[config.mk]
export PLATFORM = sky130hd
export DESIGN_NAME = edge_counter_bank
export DESIGN_NICKNAME = d
export VERILOG_FILES = /design/src/rtl/edge_counter_bank.sv
export SDC_FILE = /design/constraint.sdc
export NUM_CORES = 1
export LEC_CHECK = 0
export CAP_MARGIN = 20
export CORE_ASPECT_RATIO = 0.8
export CORE_UTILIZATION = 35
export CTS_BUF_LIST = sky130_fd_sc_hd__clkbuf_4
export CTS_CLUSTER_SIZE = 10
export DETAILED_ROUTE_END_ITERATION = 8
export GPL_ROUTABILITY_DRIVEN = 1
export PLACE_DENSITY = 0.62
export SYNTH_ARGS = -nofsm -noshare
export SYNTH_HDL_FRONTEND = slang
export SYNTH_SLANG_ARGS = --single-unit
[constraint.sdc]
create_clock -name clk -period 2.4 [get_ports clk]
set_input_delay 0.48 -clock clk [delete_from_list [all_inputs] [get_ports clk]]
set_output_delay 0.48 -clock clk [all_outputs]
set_load 0.03 [all_outputs]
[src/rtl/edge_counter_bank.sv]
// Multi-channel synchronised edge counter with wrap/saturate, sticky
// overflow, synchronous clear and an atomic snapshot of every channel.
module edge_counter_bank #(
  parameter int CH          = 4,
  parameter int WIDTH       = 32,
  parameter int SYNC_STAGES = 2,
  parameter int SELW        = (CH > 1) ? $clog2(CH) : 1
) (
  input  logic             clk,
  input  logic             rst,
  input  logic [CH-1:0]    sig_in,
  input  logic [1:0]       mode,
  input  logic             en,
  input  logic             clr,
  input  logic             sat,
  input  logic             snap,
  input  logic [SELW-1:0]  sel,
  output logic [WIDTH-1:0] r,
  output logic [WIDTH-1:0] snap_r,
  output logic [CH-1:0]    ovf,
  output logic [CH-1:0]    edge_pulse
);

  localparam logic [WIDTH-1:0] CNT_MAX = '1;

  logic [SYNC_STAGES-1:0] sync_q [CH];
  logic [SYNC_STAGES-1:0] sync_d [CH];
  logic [CH-1:0]          hist_q;
  logic [CH-1:0]          hist_d;
  logic [WIDTH-1:0]       cnt_q  [CH];
  logic [WIDTH-1:0]       cnt_d  [CH];
  logic [WIDTH-1:0]       shad_q [CH];
  logic [WIDTH-1:0]       shad_d [CH];
  logic [CH-1:0]          ovf_q;
  logic [CH-1:0]          ovf_d;
  logic [CH-1:0]          pulse_q;
  logic [CH-1:0]          pulse_d;

  logic [CH-1:0] sync_out;
  logic [CH-1:0] rise;
  logic [CH-1:0] fall;
  logic [CH-1:0] qual;

  // bit 0 is the newest sample, the top bit feeds the history flop
  always_comb begin
    for (int i = 0; i < CH; i++) begin
      sync_d[i]   = {sync_q[i][SYNC_STAGES-2:0], sig_in[i]};
      sync_out[i] = sync_q[i][SYNC_STAGES-1];
    end
  end

  always_comb begin
    hist_d  = sync_out;
    rise    = sync_out & ~hist_q;
    fall    = ~sync_out & hist_q;
    qual    = ({CH{mode[0]}} & rise)
            | ({CH{mode[1]}} & fall);
    pulse_d = qual;
  end

  // shadows take the pre-update value, so snap+clr keeps the old count
  always_comb begin
    for (int i = 0; i < CH; i++) begin
      shad_d[i] = snap ? cnt_q[i] : shad_q[i];
    end
  end

  always_comb begin
    ovf_d = ovf_q;
    for (int i = 0; i < CH; i++) begin
      cnt_d[i] = cnt_q[i];
      if (clr) begin
        cnt_d[i] = '0;
        ovf_d[i] = 1'b0;
      end else if (en && qual[i]) begin
        if (cnt_q[i] != CNT_MAX) begin
          cnt_d[i] = cnt_q[i] + WIDTH'(1);
        end else begin
          ovf_d[i] = 1'b1;
          cnt_d[i] = sat ? CNT_MAX : '0;
        end
      end
    end
  end

  always_ff @(posedge clk or negedge rst) begin
    if (!rst) begin
      for (int i = 0; i < CH; i++) begin
        sync_q[i] <= '0;
        cnt_q[i]  <= '0;
        shad_q[i] <= '0;
      end
      hist_q  <= '0;
      ovf_q   <= '0;
      pulse_q <= '0;
    end else begin
      sync_q  <= sync_d;
      cnt_q   <= cnt_d;
      shad_q  <= shad_d;
      hist_q  <= hist_d;
      ovf_q   <= ovf_d;
      pulse_q <= pulse_d;
    end
  end

  // unselectable channel numbers fall through to zero
  always_comb begin
    r      = '0;
    snap_r = '0;
    for (int i = 0; i < CH; i++) begin
      if (sel == SELW'(i)) begin
        r      = cnt_q[i];
        snap_r = shad_q[i];
      end
    end
  end

  assign ovf        = ovf_q;
  assign edge_pulse = pulse_q;

endmodule

# Word level (Yosys, flattened, before mapping)

Cells that the tools add are included.
Widths: inputs -> output; s select.

Register bits: 276
Output and inout port bits: 72
Logic and storage cells: 86

Add/subtract/negate cells: 4
Equality and inequality tests: 11
Mux-type cells: 33
Bitwise logic cells: 7
Reduce and logical (&&, ||, !) cells: 13

Operator list:

| cell                  | count |
|---|---|
| $mux 32               | 21 |
| $add 32x1->32 const B | 4 |
| $ne 32x32->1 const B  | 4 |
| $and 4x4->4           | 4 |
| $mux 1                | 12 |
| $ne 2x2->1 const B    | 4 |
| $not 4->4             | 2 |
| $reduce_and 2->1      | 4 |
| $reduce_bool 2->1     | 4 |
| $eq 2x2->1 const B    | 2 |
| $logic_and 1x1->1     | 4 |
| $or 4x4->4            | 1 |
| $eq 2x1->1 const B    | 1 |
| $logic_not 2->1       | 1 |

# Longest topological paths before layout

Gate-level depths: netlist (run 1).

Depth in word-level cells: 7
Depth in mapped cells: 10

# Least setup slack after synthesis (run 1)

OpenSTA, ideal clock, no wires.

Kind: in2out
Start: input sel[0]
End: output r[0]
Data arrival time: 2.076 ns
Required time: 1.920 ns
Setup slack: -0.156 ns
Stages: 3
Path buffers: 2
Cell sequence: clkbuf_1 > buf_1 > mux4_2

Cells in the longest elaborated chain, start to end: 5
Elaborated cells between the ends (all ways): 8

RTL lines:

| what                 | RTL line | source |
|---|---|---|
| start: declaration   | 17       | `input logic [SELW-1:0] sel,` |
| $logic_not 2->1      | 111      | `if (sel == SELW'(i)) begin` |
| $mux 32 (3 in a row) | 111      |  |
| $mux 32 (*)          | 111      |  |
| end: declaration     | 18       | `output logic [WIDTH-1:0] r,` |

Mark *: on every way between the ends. The rest lies on a longest branch, timed or not.

# Final worst setup path (run 1)

Start: register cnt_q[92] in the netlist's numbering
End: register cnt_q[69] in the netlist's numbering

Cells in the longest elaborated chain, start to end: 4

RTL lines:

| what                     | RTL line | source |
|---|---|---|
| start: declaration       | 30       | `logic [WIDTH-1:0] cnt_q [CH];` |
| start signal: assignment | 98       | `cnt_q <= cnt_d;` |
| $ne 32x32->1             | 76       | `if (cnt_q[i] != CNT_MAX) begin` |
| $mux 32                  | 76       |  |
| $mux 32                  | 75       | `end else if (en && qual[i]) begin` |
| $mux 32                  | 72       | `if (clr) begin` |

No other way between the ends. The select of a mux whose other input is x is not followed.
A chain may end at the register's enable or synchronous reset.

==> flow_summary.toml, run 1 <==
[cells_and_area]
nNetsFinal = 1739
area_growth_pct = 34.2
layout_common_cells = "241 x dfrtp_1, 226 x buf_4, 142 x o21ai_0"
final_common_cell = "dfrtp_1"
final_layout_size_suffix_gt1_share_pct = 42.0

[worst_setup_path]
arrival_ns = 3.19
ff2ff_setup_slack_ns = -0.14
reg2regPathDepth = 8
cp-start-kind = "flop"
crit_type = "flop to flop"
end_kind = "flop"
crit_fanout = 13
crit_required_ns = 3.05
r2r_start = "cnt_q[92]"
crit_end = "cnt_q[69]"
reg2reg_to = "cnt_q[69]"
crit_path_start = "cnt_q[92]"

[routing]
drc = 0
vias_per_cell = 5.86
wirelength_um = 52700
routed-via-count = 13600
dr.pass1.iters = 7
drt_iter0_drc = 1661
avgRoutedWirePerCell_um = 22.7
drtAntennaViolNets = 0

[timing]
drv_slew = 0
rsz0062_at_grt = "yes"
fin_worst_hold_slack_ns = 0.135
period_needed_ns = 2.54
hold_violations = 0
setup_violations = 36
slew-limit-headroom_pct = 37.8
fin_skew_ns = 0.0817
tightest_slew_ns = 0.925
layout_setup_ws_ns = -0.145
clock.fmax_mhz = 393
finalCritPeriodShare_pct = 106

[pwr]
p_sw_mw = 2.54
power_frac_comb_pct = 7.4
irDropWorstVdd_uv = 262
sw_frac_of_total_pct = 26.1
power.share.clock_pct = 44.3
leakage_nw = 9.18
total_power_mw = 9.71
p_int_mw = 7.17
pwr-share-seq_pct = 48.3
p_per_area_mw_per_mm2 = 492

[clocking]
htreeDepth = 3
clk_path_buf_depth = 3
insertion_delay_ns = 0.79
cts_tree = "yes"
numCtsBuffers = 75
root_buffer = "clkbuf_4"
clkTransAtPathRegs_ns = 0.07
clkSinkCount = 276

[yosys]
synth_area_leaders = "dfrtp_1 47%, mux2_2 9.8%, mux4_2 9.8%"
synth_fp_nets = 1375
synth_cell_types = 58
synth_edf_count = 0
synth-seq-cells = 276
synth.avg_cell_area_um2 = 10.8
synthArstFlopShare_pct = 100
syn_inst = 1357
synth_flop_cell = "dfrtp_1"
synth_area_mm2 = 0.0147
seq_area_frac_synth_pct = 46.9
synth_top_cell_by_area = "dfrtp_1"
ys_warn_count = 0
synth_top_area_share_pct = 46.9

[placement]
post-dp-hpwl_um = 34600
numPortBuffers = 85
finalWeightedCongestion = 0.892

[floorplanning]
die_h_um = 185
core-area_mm2 = 0.0410
ios = 86
placementRows = 66
die_width_um = 231
dieArea_mm2 = 0.0429
initial_core_util_pct = 35.9

[global_routing]
grt_pass1_vias = 13100
grt_max_degree = 80
grt_pass1_wl_um = 78900
antenna_found_initial = 6
overflow = 0
grt_usage_pct = 24.5

[outcome]
violations = "negative setup slack"
status = "finished with violations"

[run]
drv_cap = 0

[min_path]
hp-class = "primary input to flop"
[power groups by stage]
stage	clock (mW)	sequential (mW)	combinational, mW
after floorplan	0	4.79	0.318
after global placement	0	4.78	0.682
after detailed placement	0	4.78	0.690
after CTS	4.40	4.69	0.699
after global routing	4.67	4.69	0.768
final	4.31	4.69	0.716
[flip-flops by register name, summed over array words and instances, names as in the netlist]
name and cells:
sync_d 4, ovf 4, hist_q 4, shad_q 128, edge_pulse 4, cnt_q 128
hist_d 4
[cell usage after synthesis (7+ instances only)]
master	number
a21o_1	35
a21oi_1	48
a22o_1	43
a31oi_1	15
and2_1	7
and3_1	32
and4_1	9
buf_1	9
buf_2	17
clkbuf_1	64
dfrtp_1	276
inv_1	24
mux2_2	128
mux4_2	64
nand2_1	109
nand3_1	67
nand3b_1	8
nand4_1	35
nor2_1	61
nor3_1	28
o21a_1	7
o21ai_0	150
o21ai_1	13
o2bb2ai_1	7
o31ai_1	14
or3_1	14
[worst min path at each step]
stage,from,endpoint,cells after the start
3_3_place_gp,sync_d[1],hist_d[3],0
6_report,snap,shad_q[108],2
5_1_grt,snap,shad_q[107],2
2_1_floorplan,rst,cnt_q[0],0
4_1_cts,snap,shad_q[41],2
3_5_place_dp,sync_d[7],hist_d[0],0
[cells by family (layout without fill, tap and decap cells)]
kind of cell / Yosys count / in the layout / share of synthesized area (%)
mux: 192 / 192 / 19.6
fa+ha+maj: 4 / 4 / 0.340
other cells: 0 / 3 / 0
compound gates: 372 / 372 / 16.1
buf+inv: 117 / 530 / 3.26
flops: 276 / 276 / 46.9
simple gates: 396 / 396 / 13.8
[through the flow]
| stage | cell area [um2] | TNS (ns) | setup WS (ns) | util [%] | std cells |
|---|---|---|---|---|---|
| after floorplan | 14700 | 0 | 0.0518 | - | 1357 |
| after CTS | 19300 | -2.60 | -0.139 | 47.0 | 2282 |
| final | 19700 | -1.95 | -0.145 | 48.1 | 2317 |
| after detailed placement | 17600 | -0.111 | -0.0395 | 42.9 | 2110 |
| after global routing | 19700 | -4.31 | -0.169 | 48.1 | 2317 |
| after global placement | 17600 | -0.0213 | -0.0213 | 42.9 | 2110 |
[routing by layer]
layer  part of all wire, %  wire (um)  track usage (%)
met1                    44      23200             35.0
met2                    43      22900             35.7
met3                    11       5550             7.19
met4                   2.0       1060             6.68
met5                 0.023         12                0
[worst max-delay path: stages, from the launching register on]
cell and delay, ns:
dfrtp_1 0.37, buf_4 0.11, nand4_1 0.13, buf_4 0.17, buf_4 0.13, nor4_1 0.76
nand2_2 0.40, o21ai_0 0.22, o2bb2ai_2 0.12
[repair_timing]
item,CTS,global route
gates resized for setup,142,75
endpoints found under the setup margin,46,85
setup buffers,89,37
hold buffers,1,0
endpoints found under the hold margin,142,0
pin swaps,3,17
cloned,0,2
[final cells by class]
class	instances	area [um2]
well taps	544	681
inverters	24	90.1
diodes	3	7.51
clock buffers	104	781
clock inverters	22	145
multi-input cells	964	7510
repair buffers	380	3580
flip-flops and latches	276	6950
fillers	3699	21300
(Power assumes the default switching activity.)
==> run 2, diff against run 1 <==
--- a/config.mk
+++ b/config.mk
@@ -7,12 +7,13 @@
 export LEC_CHECK = 0
 export CAP_MARGIN = 20
 export CORE_ASPECT_RATIO = 0.8
-export CORE_UTILIZATION = 35
+export CORE_UTILIZATION = 60
 export CTS_BUF_LIST = sky130_fd_sc_hd__clkbuf_4
 export CTS_CLUSTER_SIZE = 10
 export DETAILED_ROUTE_END_ITERATION = 8
 export GPL_ROUTABILITY_DRIVEN = 1
-export PLACE_DENSITY = 0.62
+export PLACE_DENSITY = 0.89
+export RECOVER_POWER = 50
 export SYNTH_ARGS = -nofsm -noshare
 export SYNTH_HDL_FRONTEND = slang
 export SYNTH_SLANG_ARGS = --single-unit
==> constraint.sdc (replaced) <==
create_clock -name clk -period 3.1 [get_ports clk]
set_input_delay 0.62 -clock clk [delete_from_list [all_inputs] [get_ports clk]]
set_output_delay 0.62 -clock clk [all_outputs]
set_load 0.03 [all_outputs]
==> run 2 against run 1 <==
The run ends with max-capacitance violations, max-slew violations left. Worst setup slack improved by 0.18 ns. Routed wire length decreased by 13%. Core utilization rose by 24 points. Sequential share of layout area grew 5.3 points. Final area down 14%. Global-route usage is 13 points higher. Total power fell by 26%. Maximum frequency is 17% lower. Clock power shrank 29%. Largest power group unchanged.
==> flow_summary.toml, run 2 (synthesis results as in run 1) <==
[outcome]
status = "finished with violations"
violations = "max-capacitance violations, max-slew violations"

[cells_and_area]
final_layout_size_suffix_gt1_share_pct = 26.9
final_cells = 1859
n_fill_cell = 1505
final_core_util_pct = 71.8
nNetsFinal = 1519
final_common_cell = "dfrtp_1"
layout_common_cells = "276 x dfrtp_1, 150 x o21ai_0, 128 x mux2_2"
top_regs = "cnt_q: 128 flops, shad_q: 128 flops"
area_growth_pct = 15.8

[worst_setup_path]
crit_type = "flop to flop"
crit_path_start = "cnt_q[65]"
reg2regPathDepth = 7
reg2reg_to = "cnt_q[70]"
crit_required_ns = 3.73
crit_end = "cnt_q[70]"
end_kind = "flop"
r2r_start = "cnt_q[65]"
cp-start-kind = "flop"
arrival_ns = 3.69
crit_fanout = 13
ff2ff_setup_slack_ns = 0.03

[pwr]
total_power_mw = 7.18
p_per_area_mw_per_mm2 = 422
irDropWorstVdd_uv = 380
leakage_nw = 7.76

[floorplanning]
die_width_um = 177
initial_core_util_pct = 62.1
placementRows = 50
core-area_mm2 = 0.0237
die_h_um = 142
dieArea_mm2 = 0.0252
ios = 86

[clocking]
post_cts_buffers = 0
insertion_delay_ns = 0.70
root_buffer = "clkbuf_4"
clkTransAtPathRegs_ns = 0.07
clkSinkCount = 276
clk_path_buf_depth = 3
numCtsBuffers = 72
cts-resized-gates = 0
cts_tree = "yes"
htreeDepth = 3
hold_buffers = 1

[min_path]
hp-class = "flop to flop"

[global_routing]
overflow = 0
antenna_found_initial = 2
grt_pass1_vias = 13300
grt_max_degree = 83
grt_usage_pct = 37.9
grt_pass1_wl_um = 72700

[timing]
drv_slew = 94
tightest_slew_ns = 1.82
fin_skew_ns = 0.0279
setup_violations = 0
finalCritPeriodShare_pct = 98.9
clock.fmax_mhz = 326
period_needed_ns = 3.07
slew-limit-headroom_pct = -21.1
tns_ns = 0
fin_worst_hold_slack_ns = 0.343
rsz0062_at_grt = "no"
hold_violations = 0

[placement]
dpl.cell_count = 1738
post-dp-hpwl_um = 31200
numPortBuffers = 85
finalWeightedCongestion = 0.968

[routing]
wirelength_um = 45900
vias_per_cell = 7.15
routed-via-count = 13300
drtAntennaViolNets = 0
avgRoutedWirePerCell_um = 24.7
dr.pass1.iters = 8
drt_iter0_drc = 1999
drc = 0

[run]
drv_cap = 2
==> run 2: cell count changes in the layout (fill, tap and decap cells not counted), sizes merged, moves of 3 or more <==
cell	change
dlygate4sd3	+4
dlygate4sd2	-3
buf	-265
clkdlybuf4s50	+41
==> run 2: cell type report <==
type	count	area, um2	share of cell area, %
sequential	276	6910	40.5
tap	312	390	2.29
timing repair buffer	163	1450	8.53
clock inverter	20	108	0.632
clock buffer	98	736	4.32
inverter	24	90.1	0.529
antenna	2	5.00	0.0294
multi-input combinational	964	7350	43.1
==> run 2: stage by stage <==
| step | worst slack (ns) | cell area (um2) |
|---|---|---|
| 2_1_floorplan | 0.264 | 14700 |
| 3_3_place_gp | 0.342 | 16200 |
| 3_5_place_dp | 0.291 | 16200 |
| 4_1_cts | 0.134 | 17100 |
| 5_1_grt | 0.0305 | 17000 |
| 6_report | 0.0342 | 17000 |
==> run 2: worst max-delay path: stages, from the launching register on <==
cell and delay (ns):
dfrtp_1 0.48, ha_1 0.29, nand3_1 0.21, or3_1 0.55, nor3_1 0.54, nand2_1 0.52, o21ai_0 0.25, a22o_1 0.17
==> run 2: power breakdown <==
part / total, mW / internal, mW / switching [mW]
Clock: 3.08 / 1.54 / 1.54
Sequential: 3.63 / 3.62 / 0.0143
Combinational: 0.468 / 0.164 / 0.304
Total: 7.18 / 5.33 / 1.86
==> run 2: worst min path at each step <==
stage | start | endpoint | depth (start not counted)
after global routing | sync_d[5] | hist_d[1] | 0
final | sync_d[5] | hist_d[1] | 0
after global placement | sync_d[3] | hist_d[2] | 0
after detailed placement | sync_d[5] | hist_d[1] | 0
after floorplan | rst | cnt_q[0] | 0
after CTS | sync_d[5] | hist_d[1] | 0
==> run 2: per-layer routing <==
metal / vias up / wire (um) / track usage [%]
li1: 5450 / - / -
met1: 6479 / 16700 / 50.2
met2: 1126 / 20700 / 56.7
met3: 245 / 6360 / 12.3
met4: 0 / 2120 / 17.8
met5: - / 0 / 0
==> run 3, diff against run 2 <==
==> constraint.sdc (replaced) <==
create_clock -name clk -period 3.1 [get_ports clk]
set_input_delay 0.775 -clock clk [delete_from_list [all_inputs] [get_ports clk]]
set_output_delay 0.775 -clock clk [all_outputs]
set_load 0.03 [all_outputs]
==> run 3 against run 2 <==
The flow still finishes with violations (max-capacitance violations, max-slew violations). First-iteration DRC count is 0.85% lower. Clock power rose by 6%. Register-to-register slack gained 0.22 ns. Sequential power barely moved. Die area did not move. Hold slack improved by 0.016 ns. Critical path depth decreased by 3. Largest cell class unchanged. Largest power group unchanged.
==> flow_summary.toml, run 3 (synthesis results as in run 1) <==
[timing]
tns_ns = 0
finalCritPeriodShare_pct = 98.9
slew-limit-headroom_pct = -31.9
layout_setup_ws_ns = 0.0342
hold_violations = 0
tightest_slew_ns = 1.98
setup_violations = 0
rsz0062_at_grt = "no"
fin_skew_ns = 0.0504
clock.fmax_mhz = 326
period_needed_ns = 3.07
drv_slew = 201

[pwr]
sw_frac_of_total_pct = 25.6
irDropWorstVdd_uv = 389
pwr-share-seq_pct = 49.3
leakage_nw = 7.99
p_int_mw = 5.49
p_sw_mw = 1.89
p_per_area_mw_per_mm2 = 429
power.share.clock_pct = 44.3
power_frac_comb_pct = 6.4

[global_routing]
grt_pass1_wl_um = 70900
antenna_found_initial = 2
grt_max_degree = 129
grt_pass1_vias = 12700
grt_usage_pct = 37.0
overflow = 0

[clocking]
clk_path_buf_depth = 3
htreeDepth = 3
clkSinkCount = 276
root_buffer = "clkbuf_4"
numCtsBuffers = 72
post_cts_buffers = 0
insertion_delay_ns = 0.71
clkTransAtPathRegs_ns = 0.06
cts_tree = "yes"

[worst_setup_path]
arrival_ns = 2.29
max_stage_delay_ns = 0.65
cp-start-kind = "primary input"
cp_cell_sequence = "buf_4, buf_12, mux4_2, clkdlybuf4s50_1"
slowest_stage = "clkdlybuf4s50_1"
crit_fanout = 18
crit_type = "primary input to primary output"
crit_required_ns = 2.32
end_kind = "primary output"

[placement]
post-dp-hpwl_um = 31100
dpl.cell_count = 1750
post-place-ws_ns = 0.0525
finalWeightedCongestion = 0.987
numPortBuffers = 85

[routing]
drc = 0
dr.pass1.iters = 7
vias_per_cell = 6.96
routed-via-count = 13100
drt_iter0_drc = 1982
drtAntennaViolNets = 0
wirelength_um = 45300
avgRoutedWirePerCell_um = 24.1

[run]
drv_cap = 2

[cells_and_area]
final_cells = 1877
top_regs = "cnt_q: 128 flops, shad_q: 128 flops"
area_growth_pct = 16.8
nNetsFinal = 1530
layout_common_cells = "276 x dfrtp_1, 150 x o21ai_0, 128 x mux2_2"
final_common_cell = "dfrtp_1"
final_layout_size_suffix_gt1_share_pct = 28.0

[floorplanning]
placementRows = 50
die_h_um = 142
dieArea_mm2 = 0.0252
ios = 86
die_width_um = 177
initial_core_util_pct = 62.1
core-area_mm2 = 0.0237

[min_path]
hp-class = "flop to flop"

[outcome]
status = "finished with violations"
violations = "max-capacitance violations, max-slew violations"
## run 3: through the flow
step	util [%]	area [um2]	hold slack [ns]	power, mW
final	72.5	17200	0.360	7.38
after CTS	72.6	17200	0.0560	7.39
after detailed placement	68.8	16300	0.346	4.17
after floorplan	-	14700	0.331	3.95
after global routing	72.5	17200	0.362	7.62
after global placement	68.8	16300	0.336	4.16
## run 3: timing repair
| item | CTS | global route |
|---|---|---|
| gates resized for setup | 5 | 5 |
| cloned | 0 | 0 |
| hold buffers | 0 | 0 |
| endpoints found under the setup margin | 5 | 5 |
## run 3: critical path, delay by kind of cell
kind / cells / cell delay (ns)
mux: 1 / 0.55
buf+inv: 3 / 0.94
## run 3: layout make-up
cell class              count  area, um2
diodes                      2       5.00
inverters                  24       90.1
multi-input cells         964       7350
fillers                  1492       6520
clock buffers              96        721
flip-flops and latches    276       6910
clock inverters            29        194
well taps                 312        390
repair buffers            174       1530
## run 3: per-layer routing
metal  share of wire [%]  up-vias  track usage [%]  wire length (um)
met2                  45      985             55.6             20500
met5               0.029        -                0                13
met1                  37     6365             49.6             16800
li1                    -     5501                -                 -
met3                  13      209             11.8              6110
met4                 4.2        2             15.9              1910
## run 3: worst paths after layout
path	startpoint	endpoint	slack (ns)	cells past startpoint
max reg2reg	cnt_q[65]	cnt_q[64]	0.25	7
min	sync_d[1]	hist_d[3]	0.36	0
min in group asynchronous	rst	ovf[1]	0.62	1
max	sel[0]	snap_r[2]	0.03	4
max in group asynchronous	rst	shad_q[43]	0.54	2
min reg2reg	sync_d[1]	hist_d[3]	0.36	0
## run 3: power by group through the flow
stage / registers (mW) / logic, mW / clock network [mW]
2_1_floorplan: 3.71 / 0.246 / 0
3_3_place_gp: 3.70 / 0.460 / 0
3_5_place_dp: 3.70 / 0.472 / 0
4_1_cts: 3.63 / 0.474 / 3.28
5_1_grt: 3.63 / 0.509 / 3.48
6_report: 3.63 / 0.475 / 3.27
